$ cat config.mk
export PLATFORM = sky130hd
export DESIGN_NAME = mc_control_fsm
export DESIGN_NICKNAME = d
export VERILOG_FILES = /design/src/rtl/mc_control_fsm.sv
export SDC_FILE = /design/constraint.sdc
export NUM_CORES = 1
export LEC_CHECK = 0
export CAP_MARGIN = 20
export CELL_PAD_IN_SITES_DETAIL_PLACEMENT = 0
export CELL_PAD_IN_SITES_GLOBAL_PLACEMENT = 1
export CORE_MARGIN = 2
export CORE_UTILIZATION = 30
export DETAILED_ROUTE_END_ITERATION = 12
export GPL_TIMING_DRIVEN = 0
export PLACE_DENSITY_LB_ADDON = 0.12
export SETUP_SLACK_MARGIN = 0.1
export SYNTH_ARGS = -nofsm -noshare
export SYNTH_HDL_FRONTEND = slang
export SYNTH_SLANG_ARGS = --single-unit
$ cat constraint.sdc
create_clock -name clk -period 2.3 [get_ports clk]
set_clock_uncertainty 0.05 [all_clocks]
set_input_delay 0.46 -clock clk [delete_from_list [all_inputs] [get_ports clk]]
set_output_delay 0.46 -clock clk [all_outputs]
set_load 0.02 [all_outputs]
$ cat src/rtl/mc_control_fsm.sv
// ---------------------------------------------------------------------------
// mc_control_fsm
//   Multicycle control sequencer for the 32-bit MIPS core.
//   It steps the shared datapath (one memory port, one ALU, IR, PC) through
//   the fetch, decode, execute, memory and writeback steps.
//   Supported instructions: add (R-type), addi, lw, sw, beq, bne, j.
//   Each memory access waits for mem_ack. If the ack does not arrive within
//   TIMEOUT_CYCLES request cycles, the FSM enters TRAP.
//
// Parameters
//   TIMEOUT_CYCLES  request cycles allowed per access before TRAP (>= 2)
//   CNT_W           wait-counter width, must hold TIMEOUT_CYCLES
//
// Ports
//   clk, rst_n       rising-edge clock, asynchronous active-low reset
//   opcode[5:0]      IR[31:26], stable from DECODE until the next FETCH
//   zero             ALU zero flag (branch decision)
//   mem_ack          memory access complete, sampled on clk
//   ir_write         load IR from memory read data
//   pc_write         load PC
//   pc_src[1:0]      00 ALU result, 01 ALUOut, 10 jump target
//   iord             memory address select: 0 PC, 1 ALUOut
//   mem_read         memory read request
//   mem_write        memory write request
//   reg_write        register file write enable
//   reg_dst          1 rd, 0 rt
//   mem_to_reg       1 MDR, 0 ALUOut
//   alu_src_a        0 PC, 1 rs
//   alu_src_b[1:0]   00 rt, 01 const 4, 10 sext imm, 11 sext imm<<2
//   alu_op[1:0]      00 add, 01 sub, 10 funct field
//   mem_timeout      sticky flag, set when TRAP is entered through a timeout
//   illegal_op       sticky flag, set when TRAP is entered on an unlisted
//                    opcode (only when ILLEGAL_OP_TRAP_EN is defined)
//   state[3:0]       current state encoding (debug)
//
// Optional feature macro: ILLEGAL_OP_TRAP_EN
//   Defined:   an unlisted opcode in DECODE goes to TRAP and sets illegal_op.
//   Undefined: an unlisted opcode executes as a NOP (returns to FETCH).
// ---------------------------------------------------------------------------
module mc_control_fsm #(
  parameter int TIMEOUT_CYCLES = 16,
  parameter int CNT_W          = 5
) (
  input  logic       clk,
  input  logic       rst_n,
  input  logic [5:0] opcode,
  input  logic       zero,
  input  logic       mem_ack,
  output logic       ir_write,
  output logic       pc_write,
  output logic [1:0] pc_src,
  output logic       iord,
  output logic       mem_read,
  output logic       mem_write,
  output logic       reg_write,
  output logic       reg_dst,
  output logic       mem_to_reg,
  output logic       alu_src_a,
  output logic [1:0] alu_src_b,
  output logic [1:0] alu_op,
  output logic       mem_timeout,
`ifdef ILLEGAL_OP_TRAP_EN
  output logic       illegal_op,
`endif
  output logic [3:0] state
);

  typedef enum logic [3:0] {
    S_BOOT     = 4'd0,
    S_FETCH    = 4'd1,
    S_DECODE   = 4'd2,
    S_MEM_ADDR = 4'd3,
    S_MEM_RD   = 4'd4,
    S_MEM_WB   = 4'd5,
    S_MEM_WR   = 4'd6,
    S_EXEC_R   = 4'd7,
    S_R_WB     = 4'd8,
    S_ADDI_EX  = 4'd9,
    S_ADDI_WB  = 4'd10,
    S_BRANCH   = 4'd11,
    S_JUMP     = 4'd12,
    S_TRAP     = 4'd13
  } state_t;

  localparam logic [5:0] OP_R    = 6'b000000;
  localparam logic [5:0] OP_ADDI = 6'b001000;
  localparam logic [5:0] OP_LW   = 6'b100011;
  localparam logic [5:0] OP_SW   = 6'b101011;
  localparam logic [5:0] OP_BEQ  = 6'b000100;
  localparam logic [5:0] OP_BNE  = 6'b000101;
  localparam logic [5:0] OP_J    = 6'b000010;

  localparam logic [CNT_W-1:0] CNT_LIMIT = CNT_W'(TIMEOUT_CYCLES - 1);

  state_t           state_reg, state_next;
  logic [CNT_W-1:0] cnt_reg, cnt_next;
  logic             timeout_reg, timeout_next;
  logic             is_req;
  logic             timeout_hit;
  logic             op_illegal;

  // The three states that hold a memory request share the wait counter.
  assign is_req      = (state_reg == S_FETCH) || (state_reg == S_MEM_RD) ||
                       (state_reg == S_MEM_WR);
  // An ack in the limit cycle wins over the timeout.
  assign timeout_hit = is_req && !mem_ack && (cnt_reg == CNT_LIMIT);
  assign op_illegal  = (state_reg == S_DECODE) &&
                       !(opcode inside {OP_R, OP_ADDI, OP_LW, OP_SW,
                                        OP_BEQ, OP_BNE, OP_J});

  always_ff @(posedge clk or negedge rst_n) begin
    if (!rst_n) begin
      state_reg   <= S_BOOT;
      cnt_reg     <= '0;
      timeout_reg <= 1'b0;
    end else begin
      state_reg   <= state_next;
      cnt_reg     <= cnt_next;
      timeout_reg <= timeout_next;
    end
  end

`ifdef ILLEGAL_OP_TRAP_EN
  logic illegal_reg;

  always_ff @(posedge clk or negedge rst_n) begin
    if (!rst_n) begin
      illegal_reg <= 1'b0;
    end else if (op_illegal) begin
      illegal_reg <= 1'b1;
    end
  end

  assign illegal_op = illegal_reg;
`endif

  // Counter is zero in every non-request state, so entering any request
  // state starts counting from zero.
  always_comb begin
    cnt_next = '0;
    if (is_req && !mem_ack && !timeout_hit) begin
      cnt_next = cnt_reg + 1'b1;
    end
  end

  assign timeout_next = timeout_reg | timeout_hit;

  always_comb begin
    state_next = state_reg;
    ir_write   = 1'b0;
    pc_write   = 1'b0;
    pc_src     = 2'b00;
    iord       = 1'b0;
    mem_read   = 1'b0;
    mem_write  = 1'b0;
    reg_write  = 1'b0;
    reg_dst    = 1'b0;
    mem_to_reg = 1'b0;
    alu_src_a  = 1'b0;
    alu_src_b  = 2'b00;
    alu_op     = 2'b00;

    case (state_reg)
      S_BOOT: state_next = S_FETCH;

      S_FETCH: begin
        mem_read  = 1'b1;
        alu_src_b = 2'b01;
        // IR load and PC+4 update happen only in the cycle the ack arrives.
        ir_write  = mem_ack;
        pc_write  = mem_ack;
        if (mem_ack) begin
          state_next = S_DECODE;
        end else if (timeout_hit) begin
          state_next = S_TRAP;
        end
      end

      S_DECODE: begin
        alu_src_b = 2'b11;
        case (opcode)
          OP_R:          state_next = S_EXEC_R;
          OP_ADDI:       state_next = S_ADDI_EX;
          OP_LW, OP_SW:  state_next = S_MEM_ADDR;
          OP_BEQ, OP_BNE: state_next = S_BRANCH;
          OP_J:          state_next = S_JUMP;
`ifdef ILLEGAL_OP_TRAP_EN
          default:       state_next = S_TRAP;
`else
          default:       state_next = S_FETCH;
`endif
        endcase
      end

      S_MEM_ADDR: begin
        alu_src_a  = 1'b1;
        alu_src_b  = 2'b10;
        state_next = (opcode == OP_SW) ? S_MEM_WR : S_MEM_RD;
      end

      S_MEM_RD: begin
        mem_read = 1'b1;
        iord     = 1'b1;
        if (mem_ack) begin
          state_next = S_MEM_WB;
        end else if (timeout_hit) begin
          state_next = S_TRAP;
        end
      end

      S_MEM_WB: begin
        reg_write  = 1'b1;
        mem_to_reg = 1'b1;
        state_next = S_FETCH;
      end

      S_MEM_WR: begin
        mem_write = 1'b1;
        iord      = 1'b1;
        if (mem_ack) begin
          state_next = S_FETCH;
        end else if (timeout_hit) begin
          state_next = S_TRAP;
        end
      end

      S_EXEC_R: begin
        alu_src_a  = 1'b1;
        alu_op     = 2'b10;
        state_next = S_R_WB;
      end

      S_R_WB: begin
        reg_write  = 1'b1;
        reg_dst    = 1'b1;
        state_next = S_FETCH;
      end

      S_ADDI_EX: begin
        alu_src_a  = 1'b1;
        alu_src_b  = 2'b10;
        state_next = S_ADDI_WB;
      end

      S_ADDI_WB: begin
        reg_write  = 1'b1;
        state_next = S_FETCH;
      end

      S_BRANCH: begin
        alu_src_a  = 1'b1;
        alu_op     = 2'b01;
        pc_src     = 2'b01;
        // opcode is stable here: beq takes on zero, bne on not-zero.
        pc_write   = (opcode == OP_BNE) ? ~zero : zero;
        state_next = S_FETCH;
      end

      S_JUMP: begin
        pc_write   = 1'b1;
        pc_src     = 2'b10;
        state_next = S_FETCH;
      end

      S_TRAP: state_next = S_TRAP;

      default: state_next = S_BOOT;
    endcase
  end

  assign mem_timeout = timeout_reg;
  assign state       = state_reg;

endmodule

# Yosys cells after proc, flatten, opt, wreduce, memory -nomap -nowiden
# Cells that the tools add are included.
[totals] word_cells=64 regBits=10 input_bits=10 out_inout_bits=20
[op_classes] addsub=1 bitwise=2 eq_ne=20 reduce_logical=17 n_mux=21
[ops] operator="4-bit one-hot mux with 9 select lines" n=1
[ops] operator="4-bit == test, second input constant" n=6
[ops] operator="4-bit one-hot mux with 5 select lines" n=1
[ops] operator="4-bit by 3-bit == test with 1-bit output, second input constant" n=4
[ops] operator="4-bit two-way mux" n=4
[ops] operator="6-bit by 3-bit == test with 1-bit output, second input constant" n=2
[ops] operator="6-bit == test, second input constant" n=2
[ops] operator="2-bit OR reduction" n=5
[ops] operator="1-bit two-way mux" n=9
[ops] operator="4-bit by 2-bit == test with 1-bit output, second input constant" n=2
[ops] operator="2-bit one-hot mux with 2 select lines" n=2
[ops] operator="6-bit by 2-bit == test with 1-bit output, second input constant" n=1
[ops] operator="6-bit by 4-bit == test with 1-bit output, second input constant" n=1
[ops] operator="6-bit zero test" n=1
[ops] operator="2-bit one-hot mux with 3 select lines" n=1
[ops] operator="6-bit OR reduction" n=1
[ops] operator="5-bit by 1-bit adder with 5-bit output, second input constant" n=1
[ops] operator="5-bit by 4-bit == test with 1-bit output, second input constant" n=1
[ops] operator="5-bit two-way mux" n=1
[ops] operator="4-bit by 1-bit == test with 1-bit output, second input constant" n=1
[ops] operator="4-bit zero test" n=1
[ops] operator="4-bit OR reduction" n=1
[ops] operator="1-bit logical AND" n=3
[ops] operator="1-bit one-hot mux with 3 select lines" n=1
[ops] operator="other kinds (6)" n=8

# Depth between registers and ports, before layout
# Gate-level depths: netlist of run 1.
[logic_depth] depth_word=8 depth_mapped=7 ltp_nobuf=7

# Worst setup path after synthesis of run 1
# No wires, ideal clock.
[synth_timing] path_type="register to output" start="register state_reg[0], in the netlist state[0]" end="output pc_src[0]" arrival_time_ns=1.476 slack_ns=0.314 required_time_ns=1.790 path_stages_with_launch=6 cell_sequence="dfrtp_1 > buf_2 > buf_2 > nand2_1 > nor2_1 > buf_4"
[synth_via] elab_chain_len=2
[synth_lines] element="from (decl)" line="95" source="state_t state_reg, state_next;"
[synth_lines] element="from (signal assigned)" line="117" source="state_reg <= state_next;"
[synth_lines] element="4-bit == test" line="163" source="case (state_reg)"
[synth_lines] element="2-bit one-hot mux with 2 select lines (*)" line="163"
[synth_lines] element="to (decl)" line="51" source="output logic [1:0] pc_src,"
# Every way passes the cells marked *; elsewhere a longest branch is shown, timed or not.

# Worst setup path after layout of run 1
[layout_timing] start="register state_reg[2], in the netlist state[2]" end="output reg_write"
[layout_via] elab_chain_len=3
[layout_lines] element="4-bit == test or 4-bit by 3-bit == test with 1-bit output (tied branches)" line="163"
[layout_lines] element="3-bit OR reduction (no source line) (*)"
[layout_lines] element="1-bit two-way mux (*)" line="163"
[layout_lines] element="to (decl)" line="55" source="output logic reg_write,"
# Marks and branches as above.

==> qor.txt, run 1 <==
total CTS buffers: 3
# H-tree levels: 1
clock period minus final worst setup slack: 2.10 ns
Area Growth Syn to Fin: 43.5%
Cell Rows: 18
Die Y: 55.7 um
Antenna diodes: 0
Adder-Cell Fraction of Synth Area: 0.0312
post-CTS setup buffers: 0
XOR/XNOR Fraction of Synth Area: 0.0436
synthesized area: 803 um^2
routed vias/inst: 5.38
clk_lat worst skew: 0.26 ns
Yosys reg bits: 10
Worst-Margin Slew: 0.428 ns
Slowest-stage cell, CP: dfrtp_2
CP Max Fanout: 10
Crit path buffers/inverters: 2
Synth top area share: 0.312
Hold Crit Class: flop to flop
RSZ-0062 raised after global routing: yes
Worst setup EP type: primary output
Reg clk slew, reported paths: 0.06 ns
Root Buffer Master: clkbuf_4
Top delay family on crit path: buffers and inverters
residual DRC count: 0
DRT antenna net count: 0
die area: 3110 um^2
utilization after layout: 0.461
PD cells: 1040 nW/um^2
Arrival @ worst endpoint: 1.59 ns
post-synthesis simple-gate area fraction: 0.332
leak pwr: 0.547 nW
multiplexer share of the synthesized area: 0
GRT Residual Overflow: 0
HPWL Detailed: 1750 um
Final Hold Fails: 0
Initial DRT Pass Iterations: 4
max reg flops: 5
critical path, cell by cell: buf_4 -> nand2b_1 -> o22ai_1 -> dlygate4sd2_1
GRT Overall Usage: 0.171
core area: 2500 um^2
CTS Hold Bufs: 0
most frequent cells in the layout: 18 x dlygate4sd2_1, 15 x nor2_1, 7 x nand2_1, 7 x dfrtp_1, 7 x clkdlybuf4s50_1
post-synth cell types: 35
max_cap viols: 0
Setup CP Type: flop to primary output
sequential-to-total area share from yosys stat: 0.312
layout cell share with drive strength beyond 1: 0.157
final net count: 148
Required @ worst endpoint: 1.79 ns
Max Slew Vio Count: 0
Post-Syn Instances: 103
outcome: completed
Longest Clk Path Bufs: 2
vias in the first global route: 859
CTS tree: yes
Fin Hold WS: 0.420 ns
port bufs: 28
main combinational cell family by area after synthesis: simple AND/OR/NAND/NOR gates
Initial Utilization: 0.321
Max stage delay on crit path: 0.43 ns
Max Fclk: 477 MHz
final setup violation count: 0
pin count of the biggest net entering global routing: 11
Starting DRT DRC Count: 17
routability cong.: 0.841
Peak supply drop: 0.740 mV
Post-Syn Area per Cell: 7.80 um^2
most common cell after layout, fill and taps aside: dlygate4sd2_1
Area contributors post-synth: dfrtp_1 31%, nor2_1 7.9%, buf_2 3.7%, o21ai_0 3.7%, nand2_1 3.3%
Mapped Nets: 115
period utilisation layout: 0.911
Rel. slew slack: 0.714
initial antenna violation count: 0
Warnings, synthesis: 0
Compound-Gate Fraction of Synth Area: 0.221
DIE WIDTH: 55.7 um
final wirelength: 2350 um
# clock sinks: 10
WL per Instance: 14.3 um
cell accounting for the most synthesized area: dfrtp_1
IO Pins: 30
Vias: 882
CP Launch Type: flop
first-pass GRT wire length: 4160 um
synth_stat cells:
cell,n
buf_2,6
o311ai_1,1
nor2b_2,2
o211ai_1,1
o21ai_0,6
a41o_1,2
nor3b_1,3
a32oi_1,1
and3_1,3
buf_4,1
nand2b_1,4
nor3_1,4
a21oi_1,4
nor2_1,17
o21a_1,1
o21bai_1,1
a22oi_1,1
inv_1,3
nor2b_1,4
a21boi_0,1
nand4b_1,1
xnor2_1,3
nand4_1,3
a31o_1,1
o31a_1,1
o21ai_1,1
o41ai_1,1
ha_1,2
a31o_2,1
xor2_1,1
nand2_1,7
dfrtp_1,10
o22ai_1,2
nand3_1,2
or4b_1,1
power breakdown:
part	leakage, nW	internal [mW]	switching, mW	total (mW)
Clock	0.0138	0.0601	0.0540	0.114
Combinational	0.403	0.329	0.483	0.812
Sequential	0.130	0.218	0.0590	0.277
Total	0.547	0.607	0.596	1.20
stage by stage:
stage | setup WS (ns) | power (mW) | cell area [um^2] | std cells | setup TNS (ns)
final | 0.205 | 1.20 | 1150 | 164 | 0
after global routing | 0.0957 | 1.31 | 1150 | 164 | 0
after CTS | 0.106 | 1.20 | 1150 | 164 | 0
after detailed placement | -0.473 | 1.11 | 1120 | 161 | -0.473
after global placement | -0.501 | 1.11 | 1120 | 161 | -0.501
after floorplan | 0.314 | 0.765 | 803 | 103 | 0
path summary, 6_finish.rpt:
kind / from / to / slack [ns] / depth (start not counted)
max: state[2] / reg_write / 0.20 / 4
min: mem_timeout / mem_timeout / 0.42 / 1
max reg2reg: cnt_reg[0] / state[2] / 0.45 / 7
min reg2reg: mem_timeout / mem_timeout / 0.42 / 1
max in group asynchronous: rst_n / state[2] / 1.43 / 1
min in group asynchronous: rst_n / cnt_reg[0] / 0.45 / 1
cells by family after synthesis:
group | after synthesis
flops | 10
xor+xnor | 4
compound gates | 26
fa+ha+maj | 2
buf+inv | 10
simple gates | 51
metal layers:
| metal | part of all wire | track usage | wire length, um |
|---|---|---|---|
| met2 | 0.46 | 0.259 | 1070 |
| met1 | 0.49 | 0.227 | 1150 |
| met5 | 0 | 0 | 0 |
| met4 | 0.014 | 0.0627 | 34 |
| met3 | 0.040 | 0.0535 | 93 |
repair_timing:
action | 4_1_cts | 5_1_grt
pin swaps | 1 | 2
endpoints found under the setup margin | 15 | 5
gates resized for setup | 35 | 8
layout make-up:
cell class	instances	area, um^2
timing repair buffer	28	249
multi-input combinational	83	529
fill	278	1350
buffer	7	48.8
sequential	10	254
inverter	3	11.3
tap	30	37.5
clock buffer	3	22.5
(Power assumes the default switching activity.)
==> run 2: changes to the inputs <==
--- a/config.mk
+++ b/config.mk
@@ -11,7 +11,6 @@
 export CORE_MARGIN = 2
 export CORE_UTILIZATION = 30
 export DETAILED_ROUTE_END_ITERATION = 12
-export GPL_TIMING_DRIVEN = 0
 export PLACE_DENSITY_LB_ADDON = 0.12
 export SETUP_SLACK_MARGIN = 0.1
 export SYNTH_ARGS = -nofsm -noshare
==> qor.txt, run 2 (same netlist as run 1, synthesis figures left out) <==
Final Hold Fails: 0 (unchanged)
Required @ worst endpoint: 1.79 ns (about the same)
Reg-to-Reg End: state[2]
Critical R2R Launch: cnt_reg[0]
Area Growth Syn to Fin: 56.7%
final net count: 158 (+6.8%)
Cell Rows: 18 (unchanged)
WL per Instance: 13.7 um (-4.2%)
Max Slew Vio Count: 0 (unchanged)
Seq pwr share: 0.224 (-0.006)
# H-tree levels: 1 (unchanged)
max_cap viols: 0 (unchanged)
Peak supply drop: 0.710 mV (-4.0%)
clock period minus final worst setup slack: 2.09 ns (-0.00226 ns)
initial antenna violation count: 0 (unchanged)
Reg2Reg Setup Slack: 0.42 ns (-0.03 ns)
Layout Cells excl Fill: 175 (+6.7%)
PD cells: 1030 nW/um^2 (-1.8%)
pin count of the biggest net entering global routing: 13 (+2)
Net Sw Frac: 0.468 (-0.0278)
Net Sw Power: 0.604 mW (+1.3%)
Sequential cell area: 254 um^2 (unchanged)
Worst setup EP type: primary output
Root Buffer Master: clkbuf_4
Reg clk slew, reported paths: 0.06 ns (about the same)
Hold Crit Class: flop to flop
Starting DRT DRC Count: 22 (+5)
clk_lat worst skew: 0.27 ns (about the same)
Pwr Total: 1.29 mW (+7.3%)
period utilisation layout: 0.910 (-0.000982)
Logic pwr share: 0.650 (-0.025)
die area: 3110 um^2 (unchanged)
setup TNS: 0 ns (unchanged)
fill count: 244 (-12%)
core area: 2500 um^2 (unchanged)
routability cong.: 0.823 (-2.1%)
CP Max Fanout: 8 (-2)
Die Y: 55.7 um (unchanged)
residual DRC count: 0 (unchanged)
r2r worst-path depth: 7 (unchanged)
placed cell count: 171 (+6.2%)
Vias: 901 (+2.2%)
utilization after layout: 0.504 (+0.0425)
HPWL Detailed: 1850 um (+5.5%)
DRT antenna net count: 0 (unchanged)
power share of the clock group: 0.126 (+0.031)
DIE WIDTH: 55.7 um (unchanged)
Initial Utilization: 0.321 (unchanged)
CTS tree: yes
min-delay src: mem_timeout
GRT Residual Overflow: 0 (unchanged)
outcome: completed
final setup violation count: 0 (unchanged)
internal power: 0.687 mW (+13%)
IO Pins: 30 (unchanged)
most frequent cells in the layout: 16 x nor2_1, 16 x buf_4, 13 x dlygate4sd2_1
Antenna diodes: 0 (unchanged)
# clock sinks: 10 (unchanged)
max reg flops: 5 (unchanged)
CTS Hold Bufs: 0 (unchanged)
GRT Overall Usage: 0.163 (-0.00792)
CP Launch Type: input port
RSZ-0062 raised after global routing: no
Min-Delay Endpoint: mem_timeout
Rel. slew slack: 0.684 (-0.0304)
Arrival @ worst endpoint: 1.58 ns (about the same)
Initial DRT Pass Iterations: 4 (unchanged)
Max Fclk: 478 MHz (+0.11%)
port bufs: 29 (+3.6%)
Worst-Margin Slew: 0.473 ns (+0.0455 ns)
final wirelength: 2400 um (+2.2%)
Setup CP Type: input port to primary output
routed vias/inst: 5.15 (-4.3%)
layout cell share with drive strength beyond 1: 0.207 (+0.0502)
hold depth: 1 (unchanged)
Longest Clk Path Bufs: 2 (unchanged)
leak pwr: 0.634 nW (+16%)
vias in the first global route: 916 (+6.6%)
Fin Hold WS: 0.419 ns (-0.00157 ns)
area of the multi-input gates: 519 um^2 (-1.9%)
total CTS buffers: 3 (unchanged)
first-pass GRT wire length: 4110 um (-1.3%)
post-CTS setup buffers: 0 (unchanged)
==> run 2: how the worst max path moves through the flow <==
stage,from,endpoint,slack (ns),depth (start not counted)
6_report,mem_ack,ir_write,0.21,4
5_1_grt,state[3],ir_write,0.13,4
4_1_cts,opcode[5],pc_write,0.1,6
3_5_place_dp,opcode[5],pc_write,-0.32,6
3_3_place_gp,opcode[5],pc_write,-0.32,6
2_1_floorplan,state[0],pc_src[0],0.31,5
==> run 2: worst max-delay path, cell delays in order <==
cell and delay [ns]:
clkdlybuf4s50_1 0.48, buf_4 0.15, and3_1 0.15, dlygate4sd2_1 0.33
==> run 2: area by class of cell <==
cell class	instances	share of cell area
multi-input cells	83	0.413
inverters	3	0.00895
well taps	30	0.0298
repair buffers	45	0.318
flip-flops and latches	10	0.202
clock buffers	4	0.0288
==> run 2: per-layer routing <==
| layer | up-vias | global-route usage | routed length (um) |
|---|---|---|---|
| met5 | - | 0 | 0 |
| met4 | 0 | 0.0209 | 14 |
| met3 | 2 | 0.0442 | 102 |
| met2 | 19 | 0.274 | 1120 |
| met1 | 429 | 0.213 | 1170 |
| li1 | 451 | - | - |
==> run 2: power groups by stage <==
stage	clock network (mW)	logic (mW)	registers, mW
4_1_cts	0.165	0.842	0.290
5_1_grt	0.177	0.920	0.299
6_report	0.163	0.839	0.289
3_3_place_gp	0	0.882	0.284
2_1_floorplan	0	0.480	0.285
3_5_place_dp	0	0.881	0.284
==> run 2: metrics by stage <==
step           setup WS [ns]  area [um^2]
3_5_place_dp          -0.324         1210
2_1_floorplan          0.314          803
6_report               0.207         1260
5_1_grt                0.130         1260
4_1_cts               0.0979         1250
3_3_place_gp          -0.315         1210
==> run 2: repair_timing <==
item | CTS | global route
resized for setup | 25 | 9
endpoints found under the setup margin | 15 | 2
pin swaps | 0 | 5
